<file path="config.mk">
export PLATFORM = sky130hd
export DESIGN_NAME = mac_out_accumulator
export DESIGN_NICKNAME = d
export VERILOG_FILES = /design/src/rtl/mac_out_accumulator.sv
export SDC_FILE = /design/constraint.sdc
export NUM_CORES = 1
export LEC_CHECK = 0
export BUFFER_PORTS_ARGS = -buffer_cell sky130_fd_sc_hd__buf_2
export CORE_UTILIZATION = 45
export DETAILED_ROUTE_END_ITERATION = 8
export GPL_TIMING_DRIVEN = 0
export PLACE_DENSITY_LB_ADDON = 0.05
export REMOVE_ABC_BUFFERS = 1
export SLEW_MARGIN = 20
export SYNTH_ARGS = -nofsm -noshare
export SYNTH_HDL_FRONTEND = slang
export SYNTH_SLANG_ARGS = --single-unit
</file>
<file path="constraint.sdc">
create_clock -name clk -period 3.81 [get_ports clk]
set_input_delay 0.5715 -clock clk [delete_from_list [all_inputs] [get_ports clk]]
set_output_delay 0.5715 -clock clk [all_outputs]
set_load 0.1 [all_outputs]
</file>
<file path="src/rtl/mac_out_accumulator.sv">
// rtl/mac_out_accumulator.sv - accumulates tree sums per pixel, scales, saturates and queues results
//
// Ports:
//   clk            clock
//   arst_n_in      asynchronous active-low reset
//   sum_valid_in   tree sum beat valid
//   sum_in         signed tree sum (ACCUMULATOR_WIDTH)
//   sum_first_in   beat starts a new pixel group (accumulator restarts from 0)
//   sum_last_in    beat closes the group and pushes a result
//   sum_ready_out  beat can be accepted (output FIFO not full)
//   out_valid      output FIFO head valid
//   out_ready      consumer takes the head
//   out            signed output pixel (FIFO head, 0 while empty)
//   sat_count      number of clamped results pushed, sticky at 0xFFFF
//
// Optional build macro MAC_OUT_RELU_EN: negative scaled sums become 0 before
// saturation; that clamp is not counted in sat_count.

module mac_out_accumulator #(
  parameter int ACCUMULATOR_WIDTH = 32,
  parameter int OUTPUT_WIDTH      = 16,
  parameter int OUTPUT_SCALE      = 0,
  parameter int FIFO_DEPTH        = 4
) (
  input  logic                                clk,
  input  logic                                arst_n_in,
  input  logic                                sum_valid_in,
  input  logic signed [ACCUMULATOR_WIDTH-1:0] sum_in,
  input  logic                                sum_first_in,
  input  logic                                sum_last_in,
  output logic                                sum_ready_out,
  output logic                                out_valid,
  input  logic                                out_ready,
  output logic signed [OUTPUT_WIDTH-1:0]      out,
  output logic [15:0]                         sat_count
);

  localparam int AW    = ACCUMULATOR_WIDTH;
  localparam int OW    = OUTPUT_WIDTH;
  localparam int PTR_W = $clog2(FIFO_DEPTH);
  localparam int CNT_W = PTR_W + 1;

  // Output range limits sign-extended to the accumulator width so the clamp
  // compares are full-width signed compares.
  localparam logic signed [AW-1:0] MAX_V = {{(AW-OW+1){1'b0}}, {(OW-1){1'b1}}};
  localparam logic signed [AW-1:0] MIN_V = {{(AW-OW+1){1'b1}}, {(OW-1){1'b0}}};
  localparam logic [CNT_W-1:0]     FULL_CNT = CNT_W'(FIFO_DEPTH);

  logic signed [AW-1:0] acc;
  logic signed [AW-1:0] total;
  logic signed [AW-1:0] shifted;
  logic signed [AW-1:0] clip_in;
  logic signed [OW-1:0] result;
  logic                 clamped;
  logic                 accept;
  logic                 push;
  logic                 pop;

  logic signed [OW-1:0] mem [FIFO_DEPTH];
  logic [PTR_W-1:0]     wr_ptr;
  logic [PTR_W-1:0]     rd_ptr;
  logic [CNT_W-1:0]     count;

  // Ready depends only on the registered count, never on out_ready.
  assign sum_ready_out = (count != FULL_CNT);
  assign out_valid     = (count != '0);
  assign out           = out_valid ? mem[rd_ptr] : '0;

  assign accept = sum_valid_in && sum_ready_out;
  assign push   = accept && sum_last_in;
  assign pop    = out_valid && out_ready;

  // Wrapping add; a first beat ignores whatever is left in acc.
  assign total   = (sum_first_in ? {AW{1'b0}} : acc) + sum_in;
  assign shifted = total >>> OUTPUT_SCALE;

`ifdef MAC_OUT_RELU_EN
  assign clip_in = shifted[AW-1] ? {AW{1'b0}} : shifted;
`else
  assign clip_in = shifted;
`endif

  always_comb begin
    result  = clip_in[OW-1:0];
    clamped = 1'b0;
    if (clip_in > MAX_V) begin
      result  = MAX_V[OW-1:0];
      clamped = 1'b1;
    end else if (clip_in < MIN_V) begin
      result  = MIN_V[OW-1:0];
      clamped = 1'b1;
    end
  end

  always_ff @(posedge clk or negedge arst_n_in) begin
    if (!arst_n_in) begin
      acc       <= '0;
      wr_ptr    <= '0;
      rd_ptr    <= '0;
      count     <= '0;
      sat_count <= '0;
    end else begin
      if (accept) begin
        acc <= sum_last_in ? {AW{1'b0}} : total;
      end
      if (push) begin
        wr_ptr <= wr_ptr + PTR_W'(1);
      end
      if (pop) begin
        rd_ptr <= rd_ptr + PTR_W'(1);
      end
      case ({push, pop})
        2'b10:   count <= count + CNT_W'(1);
        2'b01:   count <= count - CNT_W'(1);
        default: count <= count;
      endcase
      if (push && clamped && (sat_count != 16'hFFFF)) begin
        sat_count <= sat_count + 16'd1;
      end
    end
  end

  // Payload storage needs no reset: out is gated by out_valid.
  always_ff @(posedge clk) begin
    if (push) begin
      mem[wr_ptr] <= result;
    end
  end

endmodule
</file>
==> results of run 1 <==
critical path, stage by stage, from the launching register on:
cell and delay (ps):
sky130_fd_sc_hd__dfrtp_1 370, sky130_fd_sc_hd__nor2b_4 130, sky130_fd_sc_hd__ha_4 160, sky130_fd_sc_hd__fa_2 340, sky130_fd_sc_hd__a21o_1 220, sky130_fd_sc_hd__a221o_1 390
sky130_fd_sc_hd__a21oi_4 270, sky130_fd_sc_hd__nor4_4 80, sky130_fd_sc_hd__or3b_1 380, sky130_fd_sc_hd__a21oi_2 180, sky130_fd_sc_hd__xnor2_2 110, sky130_fd_sc_hd__or4_4 570
sky130_fd_sc_hd__mux2i_4 210, sky130_fd_sc_hd__buf_12 160, sky130_fd_sc_hd__nor3_4 50, sky130_fd_sc_hd__mux2_4 330
final timing paths:
| path | cells after the start | to | slack (ps) | start |
|---|---|---|---|---|
| setup / recovery | 15 | sat_count[1]$_DFFE_PN0P_ | -270 | acc[0]$_DFFE_PN0P_ |
| hold / removal | 1 | rd_ptr[1]$_DFFE_PN0P_ | 220 | arst_n_in |
| setup reg to reg | 15 | sat_count[1]$_DFFE_PN0P_ | -270 | acc[0]$_DFFE_PN0P_ |
| hold reg to reg | 2 | acc[2]$_DFFE_PN0P_ | 470 | acc[2]$_DFFE_PN0P_ |
| max in group asynchronous | 1 | rd_ptr[0]$_DFFE_PN0P_ | 3080 | arst_n_in |
| min in group clk | 2 | acc[1]$_DFFE_PN0P_ | 440 | sum_last_in |
metal layers:
metal	global-route usage (%)	vias to the layer above
li1	-	2574
met1	29.1	2628
met2	38.2	124
met3	4.51	20
met4	6.09	0
met5	0	-
sequential cells by signal (all words and copies together) (netlist names):
name	cells
acc	32
count	3
mem	64
rd_ptr	2
sat_count	16
wr_ptr	2
power by group:
part	switching, W	internal [W]
clock	0.000557	0.00116
sequential	0.000241	0.00181
combinational	0.00255	0.00105
through the flow:
step	total power, W	TNS [ps]	instances
3_5_place_dp	0.00542	-113140	880
6_report	0.00737	-15070	933
3_3_place_gp	0.00537	-114520	880
4_1_cts	0.00731	-14530	927
2_1_floorplan	0.00471	-1780	621
5_1_grt	0.00777	-24490	933
what timing repair did:
action / CTS / global route
hold buffers: 0 / 0
setup endpoints to repair: 76 / 76
gates resized for setup: 56 / 28
pin swaps: 11 / 8
buffers inserted: 14 / 7
cloned: 1 / 0
cells in the mapped netlist, types with 11 or more instances:
cell	count	area [um2]
sky130_fd_sc_hd__edfxtp_1	64	1920
sky130_fd_sc_hd__and3_1	11	68.8
sky130_fd_sc_hd__nor2_1	24	90.1
sky130_fd_sc_hd__and2_1	23	144
sky130_fd_sc_hd__a21oi_1	36	180
sky130_fd_sc_hd__clkbuf_1	30	113
sky130_fd_sc_hd__mux4_2	16	360
sky130_fd_sc_hd__dfrtp_1	55	1380
sky130_fd_sc_hd__ha_1	37	463
sky130_fd_sc_hd__nand4_1	18	113
sky130_fd_sc_hd__nand2_1	63	236
sky130_fd_sc_hd__xnor2_1	14	123
sky130_fd_sc_hd__xor2_1	34	298
sky130_fd_sc_hd__nor2b_1	35	219
sky130_fd_sc_hd__nand3_1	18	90.1
sky130_fd_sc_hd__inv_1	14	52.6
sky130_fd_sc_hd__o21ai_0	51	255
cell families after synthesis:
logic type                 after synthesis
DFF                                    119
muxes                                   19
xor gates and xnor gates                48
AOI/OAI and AO/OA                      149
adders and majority gates               39
and+or+nand+nor                        232
buffers and inverters                   48
final cells by class:
| class | instances | area (um2) | area share, % |
|---|---|---|---|
| Clock buffer | 23 | 448 | 5.19 |
| Clock inverter | 9 | 175 | 2.03 |
| Inverter | 15 | 56.3 | 0.652 |
| Multi-Input combinational cell | 487 | 3860 | 44.7 |
| Sequential cell | 119 | 3300 | 38.2 |
| Tap cell | 188 | 235 | 2.73 |
| Timing Repair Buffer | 92 | 557 | 6.45 |
placed cells by master, fill, tap and decap left out, drive strengths merged, types with 14 or more instances in the layout:
cell type and instances:
nand4 18, ha 37, edfxtp 64, nand2 63, xnor2 14, nor3 16, xor2 34, o21ai 53
clkbuf 23, nor2b 35, nor2 24, inv 15, nand3 18, a21oi 38, buf 92, dfrtp 55
and2 24, mux4 16
==> out/results.md, run 1 <==
- 119 — #FFs+latches synth
- 18.4 um — average wire length per cell after detail routing
- 64 — number of synthesized flops with an enable pin
- 0 — number of synthesis warnings
- 8630 um2 — Final Cell Area
- 2 — maximum buffer depth of the clock tree
- 7010 um2 — post-synthesis instance area
- 27.8% — Relative slew margins
- 5.73 — average vias per placed instance
- 6.00% — XOR/XNOR Fraction of Synth Area
- 7910 um — met1 layer wirelength in the final routing
- 17.9% — area fraction in and, or, nand and nor cells after synthesis
- 654 — Syn Inst Count
- 9.20 ps — Post-Route Skew
- 23.1% — Synth-to-Final Area Change
- 8440 um — met2 routed WL
- 4370 ps — signal arrival time at the worst endpoint
- 45 — Core Rows
- 5.84% — share of cell area taken by muxes after synthesis
- 0 — number of hold violations in the final report
- 0.245 GHz — Fmax
- 4080 ps — clock period minus final worst setup slack
- -269 ps — crit path setup slack, layout
- 47.1% — fraction of the yosys area taken by sequential cells
- 72 — io pins
- true — unrepaired setup endpoints after global routing
- 17 — number of CTS-inserted buffers
- 76 — final count of negative-setup-slack endpoints
- input pin to asynchronous set/reset pin — worst hold-check path type
- -1620 ps — worst setup slack after placement
- 10.7 um2 — syn_area_per_cell
- 50 ps — clock edge transition at the registers on the reported setup and hold paths
- 5346 — total number of vias
- sky130_fd_sc_hd__clkbuf_16 — clock root buffer master
- 119 — clock sink total
- simple AND/OR/NAND/NOR gates — combinational family with the most area after synthesis
- 127 um — y dimension of the die
- 854 nW/um2 — power density over cell area
- 0 — antenna violations before repair
- 27900 um — first-pass GRT wire length
- 4 — Clock H-tree levels
- 27.0% — share of layout cells above drive strength 1
- yes — CTS tree
- 11500 um — HPWL Detailed
- 56.8% — final core utilization
- 3.57 nW — Pleak
- 224 ps — final-layout worst hold slack
- sky130_fd_sc_hd__edfxtp_1 — predominant post-synthesis flop cell
- 107% — final cycle utilization of the critical path
- 46.1% — effective utilization at floorplan
- 0 — final slew viol count
- 13.3% — Compound-Gate Fraction of Synth Area
- 17200 um — total length of routed wires
- 16100 um2 — area enclosed by the die boundary
- 0 — Antenna diodes
- 0 — number of max-cap violations
- setup timing — violations in the final reports
- 5 — crit path max fanout
- 71 — quantity of I/O buffers inserted on ports
- met4 — uppermost routed layer
- 127 um — die width
- register to register — worst setup path category
- 1080 ps — slew of the pin with the lowest slew margin
- 7470 um2 — Area after DPL
- 562 um — Detail Route met3 WL
- 5439 — number of global-route vias before repair
- 61 — unique cell type count in the Yosys netlist
- register — nature of the critical path endpoint
- register — startpoint kind of the worst setup timing path
- 809 — number of nets in the finished design
- 15200 um2 — area of the core
- 0 — GR Overflow Total
- 0.901 — routability congestion estimate
- 22.4% — GRT Util Overall
- 0 — remaining design rule violation count
- 46.2% — proportion of synthesized flip-flops having asynchronous set or reset
- 7.18% — adder-cell share of the synthesized area
- 410 ps — insertion delay of the later-clocked pin in the worst-skew pair
- 0 — Antenna Violating Nets Remaining
- 56 — pin count of the biggest net entering global routing
- 5 — 1st-pass router iterations
- 0.518 mV — peak ir drop on the vdd network
- finished, violations left — status
- 4100 ps — Worst Path Required
- 1342 — number of filler cells placed in the layout
- 252 — DR iter-0 viols
Note: power is estimated with default switching activity, not from simulation.
==> run 2: changes to the inputs <==
- ABC_AREA: unset -> 1
- CORE_MARGIN: unset -> 1
- clock period: 3.81 -> 4.1 ns (I/O delays scaled with it)
==> run 2 against run 1 <==
Compared with the run above: the flow now finishes without violations; sequential share of layout area down 2.2 points; wire length up 19%; non-clock buffer count shrank 15; clock power decreased by 9%; flip-flop and latch count did not move; critical path depth is 4 higher; combinational power is essentially flat; hold slack improved by 43 ps; critical endpoint is now mem[0][11]$_DFFE_PP_; global-route usage up 1.4 points; synthesized cell count grew 59%; area after synthesis up 13%; clock-buffer cell count shrank 6.
==> out/results.md, run 2 <==
- 53.1% — final core utilization, -3.6 points
- 1191 — number of nets in the finished design, +47%
- register — nature of the critical path endpoint
- false — unrepaired setup endpoints after global routing
- sky130_fd_sc_hd__edfxtp_1 — area leader, netlist
- 39 — unique cell type count in the Yosys netlist, -36%
- 7940 um2 — post-synthesis instance area, +13%
- 1711 — number of filler cells placed in the layout, +27%
- 8550 um2 — Area after DPL, +14%
- 33000 um — first-pass GRT wire length, +18%
- 1320 — dpl cells, +50%
- 0 — remaining design rule violation count, unchanged
- 420 ps — insertion delay of the later-clocked pin in the worst-skew pair, about the same
- 56 — pin count of the biggest net entering global routing, unchanged
- 0.880 — routability congestion estimate, -2.3%
- 0 — Antenna diodes, unchanged
- 4.35 nW — Pleak, +22%
- mem[0][11]$_DFFE_PP_ — R2R Path End
- 768 nW/um2 — power density over cell area, -10%
- input pin — startpoint kind of the worst setup timing path
- sky130_fd_sc_hd__edfxtp_1, sky130_fd_sc_hd__dfrtp_1, sky130_fd_sc_hd__nand2_1 — cell types with the largest area share after synthesis
- 23.8% — GRT Util Overall, +1.4 points
- 0 — post-CTS setup buffer count, -14
- 326 — DR iter-0 viols, +29%
- 0 ps — setup TNS, +15070 ps
- 19 — worst r2r path cells, +4
- 92.3% — final cycle utilization of the critical path
- 3910 ps — signal arrival time at the worst endpoint, -460 ps
- 2 — maximum buffer depth of the clock tree, unchanged
- 15.3% — Synth-to-Final Area Change
- 6 — 1st-pass router iterations, +1
- 0 — final slew viol count, unchanged
- 7.62 um2 — syn_area_per_cell, -29%
- 46.1% — effective utilization at floorplan, about the same
- 20300 um — total length of routed wires, +19%
- 16.9% — share of layout cells above drive strength 1, -10 points
- 4.98 — average vias per placed instance, -13%
- 13.2 ps — Post-Route Skew, +4.04 ps
- 0 — final count of negative-setup-slack endpoints, -100%
- 41.5% — fraction of the yosys area taken by sequential cells, -5.5 points
- sky130_fd_sc_hd__nand2_1, sky130_fd_sc_hd__nor2_1, sky130_fd_sc_hd__inv_1 — commonest cells after routing, fill and taps aside
- 4 — Clock H-tree levels, unchanged
- mem x64, acc x32, sat_count x16 — largest registers
- 15.0 um — average wire length per cell after detail routing, -18%
- 32 — crit path max fanout, +27
- 0 — Antenna Violating Nets Remaining, unchanged
- 25.5% — Relative slew margins, -2.2 points
- input pin to asynchronous set/reset pin — worst hold-check path type
- clkbuf_4 -> nor2_1 -> ha_1 -> fa_1 -> nand3_1 -> nand3_2 -> nand2_1 -> nand3_1 -> nand2_1 -> nand2_1 -> nand2_1 -> nand2_1 -> nor2_1 -> nand3_1 -> nor2_1 -> nand3_2 -> nand2_4 -> inv_2 -> o21ai_0 — cells along the critical path
- 1352 — number of standard cells in the final layout excluding fillers, +45%
- 1120 ps — slew of the pin with the lowest slew margin, +39.5 ps
- 46.2% — proportion of synthesized flip-flops having asynchronous set or reset, unchanged
- sky130_fd_sc_hd__clkbuf_16 — clock root buffer master
- 0 — number of hold violations in the final report, unchanged
- sky130_fd_sc_hd__o21ai_0 — standard cell with the maximum stage delay on the critical path
- 0 — number of synthesis warnings, unchanged
- sky130_fd_sc_hd__nand2_1, sky130_fd_sc_hd__nor2_1, sky130_fd_sc_hd__inv_1 — most numerous cell types in the synthesized netlist
- 6727 — total number of vias, +26%
- 17 — number of CTS-inserted buffers, unchanged
- sky130_fd_sc_hd__nand2_1 — cell with the most instances on the worst path
- 0.929 mV — peak ir drop on the vdd network, +79%
- 9160 um2 — Final Cell Area, +6.1%
- 135 um — y dimension of the die, +6.3%
- sky130_fd_sc_hd__edfxtp_1 — predominant post-synthesis flop cell
- 6448 — number of global-route vias before repair, +19%
- 119 — #FFs+latches synth, unchanged
- complete, no violations — status
- 0.00703 W — PnR Total Power, -4.5%
- 48 — Core Rows, +6.7%
- mem — register bank with the most flops
- 119 — clock sink total, unchanged
- 60 ps — clock edge transition at the registers on the reported setup and hold paths, about the same
- 530 ps — reg2reg setup slack, +800 ps
- 4220 ps — Worst Path Required, +120 ps
- acc[0]$_DFFE_PN0P_ — reg-to-reg critical path startpoint
- 15000 um — HPWL Detailed, +31%
- 0 — CTS Hold Bufs, unchanged
- 72 — io pins, unchanged
- sky130_fd_sc_hd__nand2_1 — most frequent cell after synthesis
- 18200 um2 — area enclosed by the die boundary, +13%
- 530 ps — Worst path max stage delay, -40 ps
- 3780 ps — clock period minus final worst setup slack
- 1042 — Syn Inst Count, +59%
- 0 — GR Overflow Total, unchanged
- 64 — number of synthesized flops with an enable pin, unchanged
- 64 — number of flip-flops under the largest register name, unchanged
- yes — CTS tree
- input pin to register — worst setup path category
- 0 — number of max-cap violations, unchanged
- 71 — quantity of I/O buffers inserted on ports, unchanged
- 135 um — die width, +6.3%
- 0 — antenna violations before repair, unchanged
- 17200 um2 — area of the core, +13%
- 24.2% — area share of the largest cell type after synthesis, -3.2 points
- 0.264 GHz — Fmax
- sky130_fd_sc_hd__nand2_1 — most common library cell in the layout ignoring fill and taps
run 2: cell count changes after synthesis, sizes merged, moves of 10 or more:
cell / delta
nand2: +210
nor2: +143
inv: +139
nand3: +50
nor2b: -35
o22ai: +27
xor2: -26
and2: -22
mux4: -16
clkbuf: -11
xnor2: +11
and3: -10
run 2: logic make-up (layout without fill, tap and decap cells):
family	count (synthesis)	in the layout	synth area share, %
AOI/OAI and AO/OA	132	132	9.22
buffers and inverters	178	263	8.76
DFF	119	119	41.5
and+or+nand+nor	541	541	30.4
xor gates and xnor gates	33	33	3.73
adders and majority gates	39	39	6.33
run 2: how the worst max path moves through the flow:
stage	startpoint	end	slack, ps	cells after the start
after CTS	sum_first_in	mem[0][11]$_DFFE_PP_	160	19
final	sum_first_in	mem[0][11]$_DFFE_PP_	320	19
after detailed placement	sum_first_in	mem[0][11]$_DFFE_PP_	-210	19
after global routing	sum_first_in	mem[3][10]$_DFFE_PP_	40	19
after global placement	sum_first_in	mem[0][11]$_DFFE_PP_	-230	19
after floorplan	rd_ptr[0]$_DFFE_PN0P_	out[0]	670	3
run 2: worst max-delay path, delay by kind of cell:
| kind | cells | cell delay [ps] |
|---|---|---|
| AO/OA/AOI/OAI | 1 | 530 |
| buffers and inverters | 2 | 480 |
| adder cells (fa/ha/maj) | 2 | 730 |
| AND/OR/NAND/NOR | 14 | 1510 |
run 2: area by class of cell:
cell class | instances | area [um2] | area share, %
Sequential cell | 119 | 3300 | 36.0
Inverter | 154 | 578 | 6.31
Clock inverter | 15 | 181 | 1.98
Timing Repair Buffer | 77 | 432 | 4.71
Multi-Input combinational cell | 745 | 3960 | 43.3
Clock buffer | 17 | 425 | 4.64
Tap cell | 225 | 282 | 3.07
run 2: timing repair:
item,in CTS,in global routing
hold endpoints to repair,0,0
resized for setup,0,1
setup endpoints to repair,0,28
run 2: routing by layer:
layer	track usage [%]	routed length (um)	share of wire (%)	up-vias
li1	-	-	-	3514
met1	30.6	9490	47	3090
met2	41.6	10000	49	109
met3	3.87	549	2.7	14
met4	6.05	256	1.3	0
met5	0	0	0	-
run 2: through the flow:
stage	setup slack [ps]	hold slack (ps)
final	317	267
after global routing	36.8	326
after CTS	162	298
after detailed placement	-214	511
after global placement	-232	493
after floorplan	667	319
run 2: report_power, final:
part	internal, W	switching [W]
sequential	0.00166	0.000183
clock	0.000925	0.000632
combinational	0.000839	0.00279
==> run 3: changes to the inputs <==
- ABC_AREA: 1 -> 0
- HOLD_SLACK_MARGIN: unset -> 0.1
==> run 3 against run 2 <==
Compared with the run above: the flow now finishes with violations (setup timing); critical path depth is 2 lower; clock power hardly changed; highest routed layer unchanged; setup slack got worse by 350 ps; core utilization up 2.7 points; power is 3.2% lower; hold slack is essentially flat; sequential share of layout area grew 2.8 points; wire length down 16%; via count fell by 21%; non-clock buffer count is 12 higher.
==> out/results.md, run 3 (same netlist as run 1, synthesis figures left out) <==
- 25.5% — share of layout cells above drive strength 1, +8.6 points
- 55.9% — final core utilization, +2.7 points
- 127 um — y dimension of the die, -6.0%
- 16100 um2 — area enclosed by the die boundary, -12%
- acc[0]$_DFFE_PN0P_ — worst setup path startpoint
- 0 — number of hold violations in the final report, unchanged
- 56 — pin count of the biggest net entering global routing, unchanged
- 4130 ps — clock period minus final worst setup slack, +345 ps
- 0 — CTS Hold Bufs, unchanged
- register to register — worst setup path category
- 0 — final slew viol count, unchanged
- 36.8% — Relative slew margins, +11 points
- 17 — number of CTS-inserted buffers, unchanged
- 17 — worst r2r path cells, -2
- 801 nW/um2 — power density over cell area, +4.3%
- true — unrepaired setup endpoints after global routing
- register — startpoint kind of the worst setup timing path
- 27600 um — first-pass GRT wire length, -17%
- 50 ps — clock edge transition at the registers on the reported setup and hold paths, about the same
- sky130_fd_sc_hd__buf_2, sky130_fd_sc_hd__edfxtp_1, sky130_fd_sc_hd__nand2_1 — commonest cells after routing, fill and taps aside
- 5378 — number of global-route vias before repair, -17%
- 64 — number of flip-flops under the largest register name, unchanged
- 943 ps — slew of the pin with the lowest slew margin, -174 ps
- acc[0]$_DFFE_PN0P_ — reg-to-reg critical path startpoint
- 0 — antenna violations before repair, unchanged
- 127 um — die width, -6.0%
- 21.2% — Synth-to-Final Area Change
- 8490 um2 — Final Cell Area, -7.3%
- 0.482 mV — peak ir drop on the vdd network, -48%
- 45.5% — switching part of the total, -5.8 points
- 0 — number of max-cap violations, unchanged
- 15200 um2 — area of the core, -12%
- 6.42 ps — Post-Route Skew, -6.81 ps
- 0 — GR Overflow Total, unchanged
- sky130_fd_sc_hd__clkbuf_16 — clock root buffer master
- 256 — DR iter-0 viols, -21%
- 0.242 GHz — Fmax, -8.4%
- 22.1% — GRT Util Overall, -1.7 points
- 0.00310 W — power spent charging and discharging nets, -14%
- 101% — final cycle utilization of the critical path, +8.4 points
- 0 — remaining design rule violation count, unchanged
- mem — register bank with the most flops
- -1370 ps — worst setup slack after placement, -1160 ps
- 48.6% — relative contribution of combinational cells to total power, -3.0 points
- 410 ps — insertion delay of the later-clocked pin in the worst-skew pair, about the same
- setup timing — violations in the final reports
- 119 — clock sink total, unchanged
- 880 — dpl cells, -33%
- 28.0% — proportion of power drawn by flip-flops and latches, +1.8 points
- 4 — Clock H-tree levels, unchanged
- 806 — number of nets in the finished design, -32%
- 5.74 — average vias per placed instance, +15%
- 0 — Antenna Violating Nets Remaining, unchanged
- sky130_fd_sc_hd__buf_2 — most common library cell in the layout ignoring fill and taps
- 5336 — total number of vias, -21%
- 4410 ps — signal arrival time at the worst endpoint, +500 ps
- -28.0 ps — crit path setup slack, layout, -345 ps
- input pin to asynchronous set/reset pin — worst hold-check path type
- 0 — Antenna diodes, unchanged
- 17200 um — total length of routed wires, -16%
- 930 — number of standard cells in the final layout excluding fillers, -31%
- 18.4 um — average wire length per cell after detail routing, +23%
- 45 — Core Rows, -6.3%
- 0.00371 W — Internal Dissipation, +8.3%
- -29.7 ps — setup TNS, -29.7 ps
- 2 — final count of negative-setup-slack endpoints, +2
- 23.4% — Clk network pwr share, +1.3 points
- mem x64, acc x32, sat_count x16 — largest registers
- 5 — 1st-pass router iterations, -1
- 4380 ps — Worst Path Required, +160 ps
- 6 — crit path max fanout, -81%
- 71 — quantity of I/O buffers inserted on ports, unchanged
- finished, violations left — status
- 72 — io pins, unchanged
- 11500 um — HPWL Detailed, -24%
- 7470 um2 — Area after DPL, -13%
- 46.1% — effective utilization at floorplan, about the same
- 0.901 — routability congestion estimate, +2.4%
- 2 — maximum buffer depth of the clock tree, unchanged
- yes — CTS tree
- register — nature of the critical path endpoint
- 3.53 nW — Pleak, -19%
run 3: changes by cell type in the layout (fill, tap and decap cells not counted), sizes merged, moves of 22 or more:
cell and change:
xor2 +26, nor2b +35, o22ai -27, nand2 -210, nor2 -143, inv -149, and2 +22, nand3 -50
run 3: metal layers:
| layer | GRT usage, % | vias up | share of wire (%) |
|---|---|---|---|
| met2 | 37.8 | 107 | 50 |
| met4 | 5.88 | 0 | 1.6 |
| met5 | 0 | - | 0 |
| met1 | 28.6 | 2635 | 46 |
| li1 | - | 2573 | - |
| met3 | 4.34 | 21 | 3.0 |
run 3: final cells by class:
type,instances,area (um2)
inverter,15,56.3
tap,188,235
clock buffer,23,448
timing repair buffer,89,532
clock inverter,9,175
multi-input combinational,487,3750
fill,1353,6710
sequential,119,3300
run 3: worst paths after layout:
check	slack [ps]	end
max in group asynchronous	3320	rd_ptr[0]$_DFFE_PN0P_
hold reg to reg	480	acc[2]$_DFFE_PN0P_
setup / recovery	-30	sat_count[5]$_DFFE_PN0P_
setup reg to reg	-30	sat_count[5]$_DFFE_PN0P_
min in group clk	480	acc[2]$_DFFE_PN0P_
hold / removal	270	rd_ptr[1]$_DFFE_PN0P_
run 3: what timing repair did:
action	CTS	global route
resized for setup	31	39
pin swaps	7	19
buffers inserted	7	12
endpoints found under the setup margin	76	75
hold endpoints to repair	0	0
run 3: through the flow:
step | total power (W) | hold slack [ps]
final | 0.00680 | 267
after global routing | 0.00717 | 332
after CTS | 0.00672 | 304
after detailed placement | 0.00504 | 464
after global placement | 0.00499 | 452
after floorplan | 0.00438 | 319
run 3: power groups by stage:
| stage | Sequential (W) | Combinational, W | Clock [W] |
|---|---|---|---|
| global route | 0.00195 | 0.00354 | 0.00168 |
| detailed placement | 0.00193 | 0.00310 | 0 |
| CTS | 0.00191 | 0.00319 | 0.00162 |
| global placement | 0.00192 | 0.00307 | 0 |
| floorplan | 0.00205 | 0.00233 | 0 |
| finish | 0.00190 | 0.00331 | 0.00159 |
run 3: critical path, cell delays in order, from the launching register on:
cell and delay (ps):
sky130_fd_sc_hd__dfrtp_1 380, sky130_fd_sc_hd__nor2b_4 140, sky130_fd_sc_hd__ha_4 170, sky130_fd_sc_hd__fa_2 390
sky130_fd_sc_hd__a21o_1 220, sky130_fd_sc_hd__a221o_1 380, sky130_fd_sc_hd__a21oi_4 240, sky130_fd_sc_hd__nor4_1 110
sky130_fd_sc_hd__or3b_1 400, sky130_fd_sc_hd__a21oi_2 180, sky130_fd_sc_hd__xnor2_2 110, sky130_fd_sc_hd__or4_4 520
sky130_fd_sc_hd__mux2i_4 180, sky130_fd_sc_hd__buf_12 140, sky130_fd_sc_hd__buf_8 110, sky130_fd_sc_hd__buf_6 100
sky130_fd_sc_hd__nor3_4 30, sky130_fd_sc_hd__xor2_1 210
